**config.mk**
```make
export PLATFORM = sky130hd
export DESIGN_NAME = bus_if_addr_demux
export DESIGN_NICKNAME = d
export VERILOG_FILES = /design/src/rtl/bus_if_addr_demux.sv
export SDC_FILE = /design/constraint.sdc
export NUM_CORES = 1
export LEC_CHECK = 0
export CAP_MARGIN = 10
export CORE_AREA = 2 2 126 128
export DETAILED_ROUTE_END_ITERATION = 7
export DIE_AREA = 0 0 128 130
export GPL_TIMING_DRIVEN = 0
export PLACE_DENSITY_LB_ADDON = 0.15
export SYNTH_ARGS = -nofsm -noshare
export SYNTH_HDL_FRONTEND = slang
export SYNTH_SLANG_ARGS = --single-unit
```
**constraint.sdc**
```tcl
create_clock -name in_clk -period 3.8 [get_ports in_clk]
set_input_delay 1.14 -clock in_clk [delete_from_list [all_inputs] [get_ports in_clk]]
set_output_delay 1.14 -clock in_clk [all_outputs]
set_load 0.01 [all_outputs]
```
**src/rtl/bus_if_addr_demux.sv**
```systemverilog
// bus_if_addr_demux
//   Address-decoding splitter: one upstream master port fans out to two
//   downstream slave ports. A 1-bit tag queue remembers which slave owns
//   each accepted command so that responses reach the master in issue
//   order, with up to NUM_IN_FLIGHT commands outstanding.
//
// Ports
//   in_clk, in_mreset_n       : clock and async active-low reset (from master)
//   in_mcmd/maddr/mdata/mbyteen, in_scmdaccept : upstream request channel
//   in_sresp/sdata, in_mrespaccept             : upstream response channel
//   out_0_* : default region (request, response, reset)
//   out_1_* : region selected when (in_maddr & MASK_1) == BASE_1
module bus_if_addr_demux #(
    parameter logic [31:0] BASE_1        = 32'h8000_0000,
    parameter logic [31:0] MASK_1        = 32'h8000_0000,
    parameter int          NUM_IN_FLIGHT = 4
) (
    input  logic        in_clk,
    input  logic        in_mreset_n,
    input  logic [2:0]  in_mcmd,
    input  logic [31:0] in_maddr,
    input  logic [31:0] in_mdata,
    input  logic [3:0]  in_mbyteen,
    output logic        in_scmdaccept,
    output logic [1:0]  in_sresp,
    output logic [31:0] in_sdata,
    input  logic        in_mrespaccept,

    output logic        out_0_mreset_n,
    output logic [2:0]  out_0_mcmd,
    output logic [31:0] out_0_maddr,
    output logic [31:0] out_0_mdata,
    output logic [3:0]  out_0_mbyteen,
    input  logic        out_0_scmdaccept,
    input  logic [1:0]  out_0_sresp,
    input  logic [31:0] out_0_sdata,
    output logic        out_0_mrespaccept,

    output logic        out_1_mreset_n,
    output logic [2:0]  out_1_mcmd,
    output logic [31:0] out_1_maddr,
    output logic [31:0] out_1_mdata,
    output logic [3:0]  out_1_mbyteen,
    input  logic        out_1_scmdaccept,
    input  logic [1:0]  out_1_sresp,
    input  logic [31:0] out_1_sdata,
    output logic        out_1_mrespaccept
);

    localparam logic [2:0] CMD_IDLE  = 3'd0;
    localparam logic [1:0] RESP_NULL = 2'd0;

    localparam int PTR_W = $clog2(NUM_IN_FLIGHT);
    localparam int CNT_W = $clog2(NUM_IN_FLIGHT + 1);
    localparam logic [PTR_W-1:0] PTR_LAST = PTR_W'(NUM_IN_FLIGHT - 1);
    localparam logic [CNT_W-1:0] CNT_FULL = CNT_W'(NUM_IN_FLIGHT);

    logic [NUM_IN_FLIGHT-1:0] tags;
    logic [PTR_W-1:0]         rd_ptr;
    logic [PTR_W-1:0]         wr_ptr;
    logic [CNT_W-1:0]         count;

    logic       sel;
    logic       head;
    logic       empty;
    logic       full;
    logic       push;
    logic       pop;
    logic [1:0] head_sresp;

    assign out_0_mreset_n = in_mreset_n;
    assign out_1_mreset_n = in_mreset_n;

    assign sel   = ((in_maddr & MASK_1) == BASE_1);
    assign empty = (count == '0);
    assign full  = (count == CNT_FULL);
    assign head  = tags[rd_ptr];

    assign head_sresp = head ? out_1_sresp : out_0_sresp;
    assign push       = in_scmdaccept;
    assign pop        = !empty && in_mrespaccept && (head_sresp != RESP_NULL);

    always_comb begin
        out_0_mcmd    = CMD_IDLE;
        out_0_maddr   = '0;
        out_0_mdata   = '0;
        out_0_mbyteen = '0;
        out_1_mcmd    = CMD_IDLE;
        out_1_maddr   = '0;
        out_1_mdata   = '0;
        out_1_mbyteen = '0;

        // A full queue has no slot for the tag, so nothing is offered downstream.
        if (!full) begin
            if (sel) begin
                out_1_mcmd    = in_mcmd;
                out_1_maddr   = in_maddr;
                out_1_mdata   = in_mdata;
                out_1_mbyteen = in_mbyteen;
            end else begin
                out_0_mcmd    = in_mcmd;
                out_0_maddr   = in_maddr;
                out_0_mdata   = in_mdata;
                out_0_mbyteen = in_mbyteen;
            end
        end

        in_scmdaccept = !full && (in_mcmd != CMD_IDLE) &&
                        (sel ? out_1_scmdaccept : out_0_scmdaccept);

        // Only the slave owning the oldest tag may hand back a response;
        // the other one holds its response until it becomes head.
        in_sresp          = RESP_NULL;
        in_sdata          = '0;
        out_0_mrespaccept = 1'b0;
        out_1_mrespaccept = 1'b0;
        if (!empty) begin
            if (head) begin
                in_sresp          = out_1_sresp;
                in_sdata          = out_1_sdata;
                out_1_mrespaccept = in_mrespaccept;
            end else begin
                in_sresp          = out_0_sresp;
                in_sdata          = out_0_sdata;
                out_0_mrespaccept = in_mrespaccept;
            end
        end
    end

    // Tag storage needs no reset: entries are only read below count.
    always_ff @(posedge in_clk) begin
        if (push) begin
            tags[wr_ptr] <= sel;
        end
    end

    always_ff @(posedge in_clk or negedge in_mreset_n) begin
        if (!in_mreset_n) begin
            rd_ptr <= '0;
            wr_ptr <= '0;
            count  <= '0;
        end else begin
            if (push) begin
                wr_ptr <= (wr_ptr == PTR_LAST) ? '0 : wr_ptr + 1'b1;
            end
            if (pop) begin
                rd_ptr <= (rd_ptr == PTR_LAST) ? '0 : rd_ptr + 1'b1;
            end
            case ({push, pop})
                2'b10:   count <= count + 1'b1;
                2'b01:   count <= count - 1'b1;
                default: count <= count;
            endcase
        end
    end

endmodule
```
# Word-level counts from Yosys, hierarchy flattened

Index checks and enable logic that the tools add are counted.

Reduce and logical (&&, ||, !) cells: 11
Add/subtract/negate cells: 4
Eq/ne operators: 5
Multiplexer cells: 33
Order comparisons: 3

Operators by type and width:

| cell                | count |
|---|---|
| $mux 32             | 9 |
| $mux 31             | 1 |
| $mux 4              | 4 |
| $mux 3              | 4 |
| $mux 2              | 4 |
| $mux 1              | 7 |
| $eq 2x2->1 const B  | 3 |
| $lt 2x3->1 const B  | 2 |
| $pmux 3 s2          | 1 |
| $logic_and 1x1->1   | 5 |
| $add 2x1->2 const B | 2 |
| $bwmux 4            | 1 |
| $reduce_bool 2->1   | 2 |
| $add 3x1->3 const B | 1 |
| $eq 3x3->1 const B  | 1 |
| $logic_not 3->1     | 1 |
| $reduce_bool 3->1   | 1 |
| $sub 3x1->3 const B | 1 |
| $bmux 1 s2          | 1 |
| $demux 1 s2         | 1 |
| $eq 2x1->1 const B  | 1 |
| $ge 2x1->1 const B  | 1 |
| $logic_not 1->1     | 2 |

Bits in registers: 11
Bits of input ports: 144

# Depth between registers and ports, before layout

Depth after elaboration: 7
Gate-level depth with buffers: 11
Mapped depth without buffers: 10

# Least setup slack after synthesis

Ideal clock, no wire load.

Path kind: input -> output
Start: in in_maddr[31]
End: out out_1_maddr[24]
Data required time: 2.660 ns
Cell stages on the path: 4
Setup slack: 0.721 ns
Buffers on the path: 2
Arrival: 1.939 ns
Cells stage by stage: nor2b_1 -> clkbuf_1 -> clkbuf_1 -> and2_1

Word-level cells in the longest chain between the ends: 2

RTL lines:

| element     | line | source |
|---|---|---|
| from (decl) | 21   | `input logic [31:0] in_maddr,` |
| $mux 32     | 95   | `if (sel) begin` |
| $mux 32     | 94   | `if (!full) begin` |
| to (decl)   | 41   | `output logic [31:0] out_1_maddr,` |

No other way between the ends.

# Worst setup path in the final report

Start: in in_maddr[31]
End: out out_1_mdata[22]

Word-level cells in the longest chain between the ends: 2

RTL lines:

| element   | line | source |
|---|---|---|
| $mux 32   | 95   |  |
| $mux 32   | 94   |  |
| to (decl) | 42   | `output logic [31:0] out_1_mdata,` |

No other way between the ends.

==> run_results.csv <==
group,metric,value,unit
placement,io_buffers,323,
synth,netlist.area_leader.share,43.2,%
setup_path,rr_startpoint,"rd_ptr[0]$_DFFE_PN0P_",
outcome,outcome,"completed",
route,wl_per_cell,15.3,um
flow_run,drv_cap,0,
setup_path,cp_slowest_cell,"clkdlybuf4s50_1",
timing,finalCritPeriodShare,97.9,%
worst_hold_path,hp-class,"flip-flop to flip-flop",
timing,fin_ws,81.3,ps
power,peakVddDrop,0.000196,V
synth,syn_area,0.00208,sq mm
clocking,cts_buffers,3,
route,vias,3366,
timing,fin_crit,3720,ps
setup_path,critical-path-top-delay-family,"buffers and inverters",
floorplan,initial_core_util,13.5,%
clocking,root_buffer,"clkbuf_16",
setup_path,cp-start-kind,"primary input",
setup_path,cp_num_cells,6,
worst_hold_path,min_path_cells,1,
layout,diodes,0,
clocking,clockBufferDepth,2,
synth,synth_cells,328,
placement,globalplace.congestion,0.796,
power,finalPower,0.00271,W
setup_path,required,2660,ps
synth,yosysTopAreaCell,"and2_1",
setup_path,crit_type,"primary input to primary output",
layout,nets,808,
placement,dp.cells,843,
floorplan,pin_count,325,
synth,yosys-top-cells-area,"and2_1 (43%), nand2_1 (12%), dfrtp_1 (8.4%)",
setup_path,crit_chain,"buf_2 > nor2b_1 > clkbuf_8 > clkbuf_2 > and2_1 > clkdlybuf4s50_1",
power,power.leakage,2.36,nW
timing,slew_headroom,63.3,%
power,p_per_area,476,mW/mm^2
clocking,cts.reportedPaths.clkPinSlew,40,ps
synth,ys_warn_count,0,
route,firstDrtPassIters,4,
synth,ys_seq_elements,11,
floorplan,die_h,130,um
grt,grtUsageTotal,14.0,%
clocking,cts_tree,"built",
placement,dpl.hpwl,11.5,mm
route,ant_nets,0,
timing,slew_viol_final,0,
setup_path,cpPeakStageDelay,570,ps
synth,avgSynthCellArea,6.35,sq um
route,drt_wl_total,13.0,mm
floorplan,rows,46,
power,switching_share,42.3,%
synth,synth_ff_type,"dfrtp_1",
power,comb_power_share,84.8,%
grt,grt_max_degree,11,
timing,finalHoldViolations,0,
route,route.detailed.drc,0,
floorplan,coreArea,0.0154,sq mm
timing,rsz0062_at_grt,"false",
setup_path,endpoint,"out_1_mdata[22]",
floorplan,floorplan.die_area,0.0166,sq mm
floorplan,fp.dieW,128,um
setup_path,crit_fanout,10,
setup_path,cp-end-kind,"primary output",
timing,fmax,269,MHz
grt,grt_antenna_before_repair,0,
grt,grt_pass1_wl,18.2,mm
power,p_switching,0.00115,W
route,drtIter0Drc,31,
setup_path,cp_num_buf_inv,4,
power,p_seq_share,8.3,%
setup_path,reg2reg_setup_slack,1140,ps
layout,area_growth_syn_to_layout,173,%
clocking,cts_max_level,1,
placement,dp_slack,-899,ps
synth,synthArstFlopShare,63.6,%
grt,grt_pass1_vias,3255,
synth,syn-num-nets,479,
synth,yosysMostFrequentCell,"and2_1",
timing,setup_viol_count_final,0,
layout,final_cell_count_no_fill,848,
synth,synth_edf_count,4,
setup_path,rr_endpoint,"count[2]$_DFFE_PN0P_",
synth,ys_top_cells_by_count,"and2_1 (144), nand2_1 (68), a21oi_1 (34), clkbuf_1 (19)",
clocking,cts_hold_buf,0,
route,routed_via_density,3.97,
power,clkPwrFrac,6.9,%
clocking,clk_latency,230,ps
synth,synth_cell_types,25,
power,p_int,0.00156,W
setup_path,crit_start,"in_maddr[31]",
timing,worstMarginPinSlew,548,ps
placement,place_area,0.00556,sq mm
layout,fin_area,0.00569,sq mm
setup_path,arrival,2580,ps
setup_path,ff2ff_path_depth,10,
timing,final.setup_skew,1.44,ps
synth,yosysSeqAreaShare,14.2,%
grt,grt_overflow,0,
layout,drive_gt1_share,4.73,%
clocking,cts_sinks,11,
cells in the final DEF, fill, tap and decap left out, types with 7 or more instances in the layout:
cell type        count
inv_1                7
nand2_1             68
dfrtp_1              7
a21oi_1             34
and2_1             144
dlygate4sd2_1       18
clkdlybuf4s50_1    302
final cells by class:
cell class	instances	area (sq um)
fill	1594	9740
timing repair buffer	324	3220
multi-input combinational	282	1660
sequential	11	295
tap	192	240
buffer	28	169
clock buffer	4	78.8
inverter	7	26.3
worst reg2reg max path: stages, from the launching register on:
cell	delay, ps
dfrtp_1	420
mux4_2	510
buf_2	190
a211o_1	330
inv_1	80
ha_1	180
inv_1	70
fa_1	380
xor2_1	150
nor2_1	110
xor2_1	150
power by group through the flow:
stage	clock, W	combinational [W]	sequential, W
after floorplan	0	0.00102	0.000212
after global routing	0.000203	0.00251	0.000236
after detailed placement	0	0.00231	0.000223
after global placement	0	0.00230	0.000218
after CTS	0.000193	0.00233	0.000222
final	0.000188	0.00230	0.000224
flip-flops by register name, indices dropped and copies added (netlist names):
register / count
count: 3
rd_ptr: 2
tags: 4
wr_ptr: 2
worst min path at each step:
| stage | from | end | slack, ps |
|---|---|---|---|
| 5_1_grt | count[2]$_DFFE_PN0P_ | count[2]$_DFFE_PN0P_ | 540 |
| 4_1_cts | count[2]$_DFFE_PN0P_ | count[2]$_DFFE_PN0P_ | 500 |
| 6_report | count[2]$_DFFE_PN0P_ | count[2]$_DFFE_PN0P_ | 520 |
| 2_1_floorplan | count[2]$_DFFE_PN0P_ | count[2]$_DFFE_PN0P_ | 460 |
| 3_3_place_gp | count[2]$_DFFE_PN0P_ | count[2]$_DFFE_PN0P_ | 480 |
| 3_5_place_dp | count[2]$_DFFE_PN0P_ | count[2]$_DFFE_PN0P_ | 490 |
through the flow:
| stage | util (%) | TNS, ps | hold WS (ps) |
|---|---|---|---|
| floorplan | - | 0 | 457 |
| global placement | 36.0 | -107730 | 478 |
| detailed placement | 36.0 | -106740 | 492 |
| CTS | 36.8 | 0 | 501 |
| global route | 36.9 | 0 | 543 |
| finish | 36.9 | 0 | 517 |
cell families (layout without fill, tap and decap cells):
logic type | count (synthesis) | count (layout) | share of synthesized area [%]
AOI/OAI and AO/OA | 35 | 35 | 8.59
other | 1 | 1 | 0.180
muxes | 10 | 10 | 5.71
xor gates and xnor gates | 3 | 3 | 1.26
buffers and inverters | 35 | 363 | 6.91
adders and majority gates | 7 | 7 | 4.56
DFF | 11 | 11 | 14.2
and+or+nand+nor | 226 | 226 | 58.6
routing by layer:
layer / vias to the layer above / GRT usage [%] / wire length (um)
met2: 202 / 29.1 / 7010
met4: 0 / 2.13 / 132
met5: - / 0 / 0
met3: 6 / 6.31 / 1650
li1: 1681 / - / -
met1: 1477 / 12.6 / 4180
repair_timing:
action | CTS | global route
pin swaps | 2 | 0
buffers inserted | 1 | 0
endpoints found under the hold margin | 0 | 0
setup endpoints to repair | 142 | 44
gates resized for setup | 46 | 14
Power figures use the tool's default switching activity.
